==> config.mk <==
export PLATFORM = sky130hd
export DESIGN_NAME = serial_adder
export DESIGN_NICKNAME = d
export VERILOG_FILES = /design/src/rtl/serial_adder_pkg.sv /design/src/rtl/chunk_adder.sv /design/src/rtl/serial_adder.sv
export SDC_FILE = /design/constraint.sdc
export NUM_CORES = 1
export LEC_CHECK = 0
export BUFFER_PORTS_ARGS = -buffer_cell sky130_fd_sc_hd__buf_4
export CORE_AREA = 2 2 77 79
export DETAILED_ROUTE_END_ITERATION = 12
export DIE_AREA = 0 0 79 81
export PLACE_DENSITY = 0.76
export SYNTH_ARGS = -nofsm -noshare
export SYNTH_HDL_FRONTEND = slang
export SYNTH_SLANG_ARGS = --single-unit
==> constraint.sdc <==
create_clock -name clk -period 3 [get_ports clk]
set_input_delay 0.6 -clock clk [delete_from_list [all_inputs] [get_ports clk]]
set_output_delay 0.6 -clock clk [all_outputs]
set_load 0.1 [all_outputs]
==> src/rtl/serial_adder_pkg.sv <==
// Shared types and helpers for the chunk-serial adder.
package serial_adder_pkg;

  typedef enum logic [1:0] {
    StIdle = 2'd0,
    StBusy = 2'd1,
    StDone = 2'd2
  } state_e;

  // Counter width for a given number of chunks, never below one bit.
  function automatic int unsigned cnt_width(input int unsigned nchunk);
    return (nchunk > 1) ? $clog2(nchunk) : 1;
  endfunction

endpackage

==> src/rtl/chunk_adder.sv <==
// Combinational CHUNK-bit ripple adder; also exposes the carry into its top bit.
module chunk_adder #(
  parameter int unsigned CHUNK = 4
) (
  input  logic [CHUNK-1:0] x,
  input  logic [CHUNK-1:0] y,
  input  logic             ci,
  output logic [CHUNK-1:0] s,
  output logic             co,
  output logic             c_msb
);

  logic c;

  always_comb begin
    c     = ci;
    c_msb = 1'b0;
    s     = '0;
    for (int i = 0; i < int'(CHUNK); i++) begin
      if (i == int'(CHUNK) - 1) c_msb = c;
      s[i] = x[i] ^ y[i] ^ c;
      c    = (x[i] & y[i]) | (c & (x[i] ^ y[i]));
    end
    co = c;
  end

endmodule

==> src/rtl/serial_adder.sv <==
// Multi-cycle adder/subtractor: adds CHUNK bits per cycle with a valid/ready handshake
// on both the operand and the result side.
module serial_adder
  import serial_adder_pkg::*;
#(
  parameter int unsigned WIDTH = 16,
  parameter int unsigned CHUNK = 4
) (
  input  logic             clk,
  input  logic             rst,
  input  logic             in_valid,
  output logic             in_ready,
  input  logic [WIDTH-1:0] a,
  input  logic [WIDTH-1:0] b,
  input  logic             cin,
  input  logic             sub,
  output logic             out_valid,
  input  logic             out_ready,
  output logic [WIDTH-1:0] sum,
  output logic             cout,
  output logic             overflow
);

  localparam int unsigned NCHUNK = WIDTH / CHUNK;
  localparam int unsigned CW     = cnt_width(NCHUNK);
  localparam int unsigned IW     = (WIDTH > 1) ? $clog2(WIDTH) : 1;

  state_e           state_q, state_d;
  logic [WIDTH-1:0] a_q, a_d, b_q, b_d;
  logic [WIDTH-1:0] sum_q, sum_d;
  logic [CW-1:0]    cnt_q, cnt_d;
  logic             carry_q, carry_d;
  logic             cout_q, cout_d;
  logic             ovf_q, ovf_d;

  logic [IW-1:0]    base;
  logic [CHUNK-1:0] chunk_s;
  logic             chunk_co, chunk_cmsb;
  logic             last;

  assign base = IW'(cnt_q) * IW'(CHUNK);
  assign last = (cnt_q == CW'(NCHUNK - 1));

  chunk_adder #(
    .CHUNK(CHUNK)
  ) u_chunk_adder (
    .x    (a_q[base +: CHUNK]),
    .y    (b_q[base +: CHUNK]),
    .ci   (carry_q),
    .s    (chunk_s),
    .co   (chunk_co),
    .c_msb(chunk_cmsb)
  );

  always_comb begin
    state_d = state_q;
    a_d     = a_q;
    b_d     = b_q;
    sum_d   = sum_q;
    cnt_d   = cnt_q;
    carry_d = carry_q;
    cout_d  = cout_q;
    ovf_d   = ovf_q;
    unique case (state_q)
      StIdle: begin
        if (in_valid) begin
          // Subtraction is folded into the operands: a + ~b + 1.
          a_d     = a;
          b_d     = sub ? ~b : b;
          carry_d = sub ? 1'b1 : cin;
          cnt_d   = '0;
          state_d = StBusy;
        end
      end
      StBusy: begin
        sum_d[base +: CHUNK] = chunk_s;
        carry_d              = chunk_co;
        if (last) begin
          cout_d  = chunk_co;
          ovf_d   = chunk_co ^ chunk_cmsb;
          state_d = StDone;
        end else begin
          cnt_d = cnt_q + CW'(1);
        end
      end
      StDone: begin
        if (out_ready) state_d = StIdle;
      end
      default: state_d = StIdle;
    endcase
  end

  always_ff @(posedge clk) begin
    if (rst) begin
      state_q <= StIdle;
      a_q     <= '0;
      b_q     <= '0;
      sum_q   <= '0;
      cnt_q   <= '0;
      carry_q <= 1'b0;
      cout_q  <= 1'b0;
      ovf_q   <= 1'b0;
    end else begin
      state_q <= state_d;
      a_q     <= a_d;
      b_q     <= b_d;
      sum_q   <= sum_d;
      cnt_q   <= cnt_d;
      carry_q <= carry_d;
      cout_q  <= cout_d;
      ovf_q   <= ovf_d;
    end
  end

  assign in_ready  = (state_q == StIdle) && !rst;
  assign out_valid = (state_q == StDone);
  assign sum       = sum_q;
  assign cout      = cout_q;
  assign overflow  = ovf_q;

endmodule

### Word level (Yosys, flattened, before mapping)

Cells that the tools add are included.

* flip-flop bits (word level): 55
* input bits: 38
* output and inout port bits: 20
* logic and storage cells: 64

* add/sub/neg operators: 2
* equal/unequal tests: 7
* shift-type cells: 4
* muxes and demuxes: 12
* bitwise gates (word level): 22
* reduce and logical (&&, ||, !) cells: 9

Operators by type and width (count)
* $shiftx 16x5->4: 2
* $bwmux 16: 1
* $mux 16: 1
* $not 16->16: 1
* $shift 4x6->16 const A: 1
* $shiftx 4x6->16: 1
* $mux 2: 5
* $xor 1x1->1: 9
* $and 1x1->1: 8
* $ne 2x2->1 const B: 3
* $neg 4->6: 1
* $pmux 2 s3: 1
* $reduce_and 2->1: 3
* $reduce_and 3->1: 2
* $eq 2x2->1 const B: 2
* $or 1x1->1: 4
* $pmux 2 s2: 1
* $add 2x1->2 const B: 1
* $eq 2x1->1 const B: 1
* $logic_not 2->1: 1
* $mux 1: 2
* $ne 2x1->1 const B: 1
* $pmux 1 s2: 1
* $reduce_bool 2->1: 1
* 2 further kinds: 2

### Longest topological paths before layout

Gate-level depths: netlist of run 1.

* depth after elaboration: 11
* depth in mapped cells: 11
* gate-level depth less buffers: 10

### Hierarchy

Synthesis of run 1 repeated with hierarchy kept, for this count alone.

* cell total of the unflattened synthesis: 279
* area, all modules: 2598.7 um^2

Modules (own cells, without submodules)
* serial_adder: times used 1, cells each 267, area each 2488.6 um^2, seq. area each 1101.1 um^2
* chunk_adder: times used 1, cells each 12, area each 110.1 um^2, seq. area each 0.0 um^2

### Worst setup path after synthesis of run 1

No wires, ideal clock.

* path kind: input port to output port
* start: input port rst
* end: output port in_ready
* arrival time: 2957 ps
* data required time: 2400 ps
* path slack: -557 ps
* stages: 3
* buffers on the path: 2
* path through: clkbuf_1 clkbuf_1 nor3_1

* word-level cells in the longest chain between the ends: 2

Ends and longest elaborated chain
* start: declaration: line serial_adder.sv:10 `input logic rst,`
* $logic_not 1->1: line serial_adder.sv:115 `assign in_ready = (state_q == StIdle) && !rst;`
* $logic_and 1x1->1: line serial_adder.sv:115
* end: declaration: line serial_adder.sv:12 `output logic in_ready,`

No other way between the ends.

### Final worst setup path of run 1

* start: register cnt_q[0]
* end: register sum_q[15] (netlist: sum[15])

* word-level cells in the longest chain between the ends: 11
* elaborated cells on any way between the ends: 23
* those cells by class: add/sub: 1; shift: 4; mux: 1; bitwise: 17

Ends and longest elaborated chain
* start: declaration: line serial_adder.sv:31 `logic [CW-1:0] cnt_q, cnt_d;`
* start signal: assignment: line serial_adder.sv:108 `cnt_q <= cnt_d;`
* $shiftx 16x5->4, on equally long branches: line serial_adder.sv:47, serial_adder.sv:48
* $xor 1x1->1: line chunk_adder.sv:21, chunk_adder.sv:22
* $and 1x1->1: line chunk_adder.sv:22 `c = (x[i] & y[i]) | (c & (x[i] ^ y[i]));`
* $or 1x1->1: line chunk_adder.sv:22
* $and 1x1->1: line chunk_adder.sv:22
* $or 1x1->1: line chunk_adder.sv:22
* $and 1x1->1: line chunk_adder.sv:22
* $or 1x1->1: line chunk_adder.sv:22
* $xor 1x1->1: line chunk_adder.sv:21 `s[i] = x[i] ^ y[i] ^ c;`
* $shiftx 4x6->16: line serial_adder.sv:76 `sum_d[base +: CHUNK] = chunk_s;`
* $bwmux 16 (*): line serial_adder.sv:76
* end signal: assignment: line serial_adder.sv:107 `sum_q <= sum_d;`
* end: declaration: line serial_adder.sv:30 `logic [WIDTH-1:0] sum_q, sum_d;`

Mark *: on every way between the ends. The rest lies on a longest branch, timed or not.
A chain may end at the register's enable or synchronous reset.

==> results.toml, run 1 <==
[clocking]
clock-root-buffer = "clkbuf_8"
cts-hold-fix-buffers = 0
cts_buffers = 5
cts_htree_levels = 2
clkLatencyLatePin_ns = 0.31
clk_path_buf_depth = 2
cts.reportedPaths.clkPinSlew_ns = 0.10
cts_tree = "built"
postCtsSetupBuffers = 0
clock-sinks = 55
post_cts_resized = 0

[setup_path]
end_kind = "flop"
worstSetupStartpointType = "flop"
worst_ep_required_time_ns = 3.18
path_class = "reg2reg"
worstPathArrival_ns = 2.94
cp_max_fo = 13

[logic_synthesis]
synth_xor_xnor_area_share = 0.0570
ys_seq_area_frac = 0.422
ys_ff_latch = 55
synth_edf_count = 0
synth_top_family_by_area = "simple AND/OR/NAND/NOR gates"
syn_avg_cell_area_sq_um = 9.43
yosys.area.top_type_share = 0.422
syn_area_sq_um = 2610
yosys.area_share.simple = 0.184
yosys_warnings = 0
postSynthCellCount = 277
syn_nets = 325
muxShareOfSynthArea = 0.0728
synth-main-ff-cell = "dfxtp_1"
synth_compound_area_frac = 0.149
yosys.area.top_type = "dfxtp_1"
synth_adder_area_share = 0.0594
ys_async_sr_fraction = 0
synth_commonest_cells = "55 x dfxtp_1, 40 x nand2_1, 27 x a21oi_1"
synthTopCellsByArea = "dfxtp_1 42%, mux4_2 6.9%, nand2_1 5.7%"
ys_types = 36
yosysMostFrequentCell = "dfxtp_1"

[timing]
fmax_mhz = 363
period_share = 0.919
setup_tns_ns = 0
skew_ns = 0.0149
slew_headroom = 0.586
hold_ws_ns = 0.460
slew_viol_final = 0
fin_crit_ns = 2.76
hold_violations = 0
worst_slew_pin_slew_ns = 0.612
setup_viol = 0
fin_ws_ns = 0.244
grt_setup_unrepaired = "false"

[route]
vias = 2071
dr.pass1.iters = 4
drc = 0
dr.first_iter.drc_count = 120
wl_per_cell_um = 13.6
avgViaCountPerCell = 5.14
routed_wl_mm = 5.47
ant_nets = 0

[floorplanning]
die_area_sq_um = 6400
rows = 28
start_util = 0.460
core_area_sq_um = 5680
die_h_um = 81
io_pins = 58
die_x_um = 79

[place]
gp_congestion = 0.800
placed_cells = 395
dpl.hpwl_mm = 3.98
io_buffer_count = 57
post-place-ws_ns = 0.175

[global_routing]
grt_pass1_wl_mm = 9.49
grt_max_degree = 61
grt_pass1_vias = 2064
antenna_found_initial = 0
grtUsageTotal = 0.187
overflow = 0

[pwr]
power.total_mw = 1.55
powerDensity_nw_per_um2 = 485
ir_worst_vdd_v = 0.000208
p_leak_nw = 1.25

[run_status]
status = "finished clean"

[worst_hold_path]
hp-class = "reg2reg"

[flow_run]
drv_cap = 0

[final_layout]
syn_to_final_growth_pct = 22.1
stdcell_count = 403
diodes = 0
drive_above_1_share = 0.268
nFillCells = 538
finalNetCount = 375
==> power breakdown <==
part	total [mW]	internal, mW	switching [mW]
registers	0.802	0.772	0.0302
logic	0.325	0.140	0.185
clock network	0.421	0.190	0.231
==> through the flow <==
stage               utilization  cell area, sq um
finish                    0.562              3190
global route              0.562              3190
CTS                       0.562              3190
detailed placement        0.545              3090
global placement          0.545              3090
floorplan                     -              2620
==> layout make-up <==
| cell class | instances | area [sq um] | share of cell area |
|---|---|---|---|
| multi-input cells | 189 | 1380 | 0.432 |
| flip-flops and latches | 55 | 1100 | 0.346 |
| repair buffers | 63 | 473 | 0.148 |
| well taps | 75 | 93.8 | 0.0294 |
| clock buffers | 7 | 86.3 | 0.0271 |
| inverters | 13 | 48.8 | 0.0153 |
| clock inverters | 1 | 8.76 | 0.00275 |
==> registers in the layout, summed over array words and instances (netlist names) <==
signal    count
sum          16
cout          1
a_q          16
cnt_q         2
b_q          16
carry_q       1
overflow      1
state_q       2
==> layout by cell type (no fill, tap or decap), types with 5 or more instances in the layout <==
| cell type | Yosys | final |
|---|---|---|
| ha_1 | 6 | 6 |
| a32oi_1 | 7 | 7 |
| xnor2_1 | 17 | 17 |
| a21oi_1 | 27 | 27 |
| dfxtp_1 | 55 | 54 |
| nor2_1 | 25 | 25 |
| mux4_2 | 8 | 8 |
| nand3b_1 | 5 | 5 |
| nand2b_1 | 6 | 6 |
| nand2_1 | 40 | 40 |
| inv_1 | 13 | 13 |
| buf_4 | 3 | 63 |
| a211oi_1 | 16 | 16 |
| clkbuf_8 | 0 | 6 |
==> per-layer routing <==
layer,wire (um),global-route usage
met1,2460,0.235
met2,2660,0.319
met3,245,0.0422
met4,97,0.0586
met5,0,0
==> final timing paths <==
path                         startpoint                    to  slack [ns]  cells after the start
setup reg to reg  cnt_q[0]$_SDFFE_PP0P_  sum[15]$_SDFFE_PP0P_        0.24                      9
hold reg to reg     a_q[7]$_SDFFE_PP0P_   a_q[7]$_SDFFE_PP0P_        0.46                      2
setup / recovery  cnt_q[0]$_SDFFE_PP0P_  sum[15]$_SDFFE_PP0P_        0.24                      9
hold / removal      a_q[7]$_SDFFE_PP0P_   a_q[7]$_SDFFE_PP0P_        0.46                      2
==> logic make-up (layout without fill, tap and decap cells) <==
group / count (synthesis) / in the layout
AND/OR/NAND/NOR: 97 / 97
AO/OA/AOI/OAI: 56 / 56
flip-flops: 55 / 55
buffers and inverters: 33 / 84
XOR/XNOR: 17 / 17
adder cells (fa/ha/maj): 10 / 10
multiplexers: 9 / 9
==> critical path, stage by stage (launching register included) <==
cell     delay [ns]
dfxtp_2        0.36
buf_4          0.20
mux4_2         0.34
inv_1          0.06
fa_1           0.44
fa_1           0.43
inv_1          0.09
fa_1           0.47
a32oi_1        0.20
nor2_1         0.06
Power figures use the tool's default switching activity.
==> run 2, diff against run 1 <==
--- a/config.mk
+++ b/config.mk
@@ -6,10 +6,10 @@
 export NUM_CORES = 1
 export LEC_CHECK = 0
 export BUFFER_PORTS_ARGS = -buffer_cell sky130_fd_sc_hd__buf_4
-export CORE_AREA = 2 2 77 79
+export CORE_AREA = 2 2 56 110
 export DETAILED_ROUTE_END_ITERATION = 12
-export DIE_AREA = 0 0 79 81
-export PLACE_DENSITY = 0.76
+export DIE_AREA = 0 0 58 112
+export PLACE_DENSITY = 0.74
 export SYNTH_ARGS = -nofsm -noshare
 export SYNTH_HDL_FRONTEND = slang
 export SYNTH_SLANG_ARGS = --single-unit
==> run 2 against run 1 <==
Register-to-register slack hardly changed. Sequential cell count stayed put. Largest cell class unchanged. Clock skew is 0.0078 ns lower. Sequential share of layout area is 0.32 points lower. Fmax is 0.22% higher. Sequential power hardly changed. Cell count is 4.0% lower. Critical endpoint is now sum[3]$_SDFFE_PP0P_. Combinational power is 2% lower. Die area is 1.5% higher. Worst setup slack better by 0.0061 ns. Via count is 0.39% lower. Non-clock buffer count is 2 lower.
==> results.toml, run 2 (synthesized netlist as in run 1, its figures left out) <==
[clocking]
cts-hold-fix-buffers = 0
clock-sinks = 55
cts_buffers = 5
post_cts_resized = 0
clkLatencyLatePin_ns = 0.29
clock-root-buffer = "clkbuf_16"
cts_tree = "built"
cts_htree_levels = 2
postCtsSetupBuffers = 0
clk_path_buf_depth = 2
cts.reportedPaths.clkPinSlew_ns = 0.07

[floorplanning]
die_x_um = 58
die_area_sq_um = 6500
core_area_sq_um = 5660
start_util = 0.461
io_pins = 58
die_h_um = 112
rows = 39

[setup_path]
worst_ep_required_time_ns = 3.18
worstSetupStartpointType = "flop"
path_class = "reg2reg"
critPathTopFamily = "adder cells"
cp_num_cells = 9
worstPathCellList = "buf_4, mux4_2, inv_1, fa_1, fa_1, inv_1, fa_1, a32oi_1, nor2_1"
worst_path_max_delay_cell = "fa_1"
end_kind = "flop"
cp_max_fo = 16
worstPathArrival_ns = 2.92
reg2reg_depth = 9
crit_top_cell = "fa_1"
path_buf_inv = 3
crit_path_max_incr_delay_ns = 0.46

[global_routing]
grt_pass1_wl_mm = 9.17
antenna_found_initial = 0
grtUsageTotal = 0.184
overflow = 0
grt_pass1_vias = 2022
grt_max_degree = 49

[place]
post-place-ws_ns = 0.180
placed_cells = 379
io_buffer_count = 57
gp_congestion = 0.860
dpl.hpwl_mm = 4.24

[worst_hold_path]
hp-class = "reg2reg"
min_path_cells = 2

[final_layout]
diodes = 0
final_common_cell = "buf_4"
layout_common_cells = "61 x buf_4, 53 x dfxtp_1, 40 x nand2_1"
syn_to_final_growth_pct = 23.4
drive_above_1_share = 0.270
finalNetCount = 373
stdcell_count = 387

[route]
ant_nets = 0
vias = 2063
drc = 0
wl_per_cell_um = 14.3
dr.first_iter.drc_count = 73
routed_wl_mm = 5.53
avgViaCountPerCell = 5.33
dr.pass1.iters = 6

[timing]
setup_viol = 0
setup_tns_ns = 0
slew_headroom = 0.518
worst_slew_pin_slew_ns = 0.713
hold_violations = 0
fin_crit_ns = 2.75
period_share = 0.917
grt_setup_unrepaired = "false"
skew_ns = 0.00703
slew_viol_final = 0
fmax_mhz = 364
fin_ws_ns = 0.250

[pwr]
powerDensity_nw_per_um2 = 537
power.share.combinational = 0.185
swShare = 0.269
power.total_mw = 1.73
power.clock.fraction = 0.350
ir_worst_vdd_v = 0.000444
p_int_mw = 1.27
p_sw_uw = 466
p_leak_nw = 1.27
power_frac_seq = 0.465

[flow_run]
drv_cap = 0

[run_status]
status = "finished clean"
run 2: worst register-to-register path: cells and delay by family (launching register included):
kind / cells / cell delay (ns)
mux: 1 / 0.35
buf+inv: 3 / 0.34
flops: 1 / 0.34
fa+ha+maj: 3 / 1.33
compound gates: 1 / 0.21
simple gates: 1 / 0.06
run 2: path summary, 6_finish.rpt:
path,end,from,slack (ns)
max,sum[3]$_SDFFE_PP0P_,cnt_q[0]$_SDFFE_PP0P_,0.25
min,sum[4]$_SDFFE_PP0P_,sum[4]$_SDFFE_PP0P_,0.45
max reg2reg,sum[3]$_SDFFE_PP0P_,cnt_q[0]$_SDFFE_PP0P_,0.25
min reg2reg,sum[4]$_SDFFE_PP0P_,sum[4]$_SDFFE_PP0P_,0.45
run 2: layout make-up:
| cell class | count | area (sq um) |
|---|---|---|
| fill | 521 | 2440 |
| multi-input combinational | 189 | 1380 |
| clock buffer | 7 | 153 |
| tap | 61 | 76.3 |
| sequential | 55 | 1100 |
| timing repair buffer | 61 | 458 |
| inverter | 13 | 48.8 |
| clock inverter | 1 | 7.51 |
run 2: power by group through the flow:
stage | Clock (mW) | Sequential [mW] | Combinational [mW]
6_report | 0.606 | 0.805 | 0.320
5_1_grt | 0.641 | 0.810 | 0.351
4_1_cts | 0.617 | 0.805 | 0.322
3_5_place_dp | 0 | 0.822 | 0.321
3_3_place_gp | 0 | 0.821 | 0.317
2_1_floorplan | 0 | 0.834 | 0.209
run 2: per-stage QoR:
step,cell area (sq um),util,hold WS (ns)
2_1_floorplan,2620,-,0.433
3_3_place_gp,3060,0.541,0.439
3_5_place_dp,3060,0.541,0.445
4_1_cts,3220,0.569,0.454
5_1_grt,3220,0.569,0.476
6_report,3220,0.569,0.452
run 2: routing by layer:
metal,track usage,part of all wire,vias up
met1,0.187,0.35,955
met3,0.0244,0.031,8
met2,0.354,0.59,45
met5,0,0,-
met4,0.0744,0.023,0
li1,-,-,1055
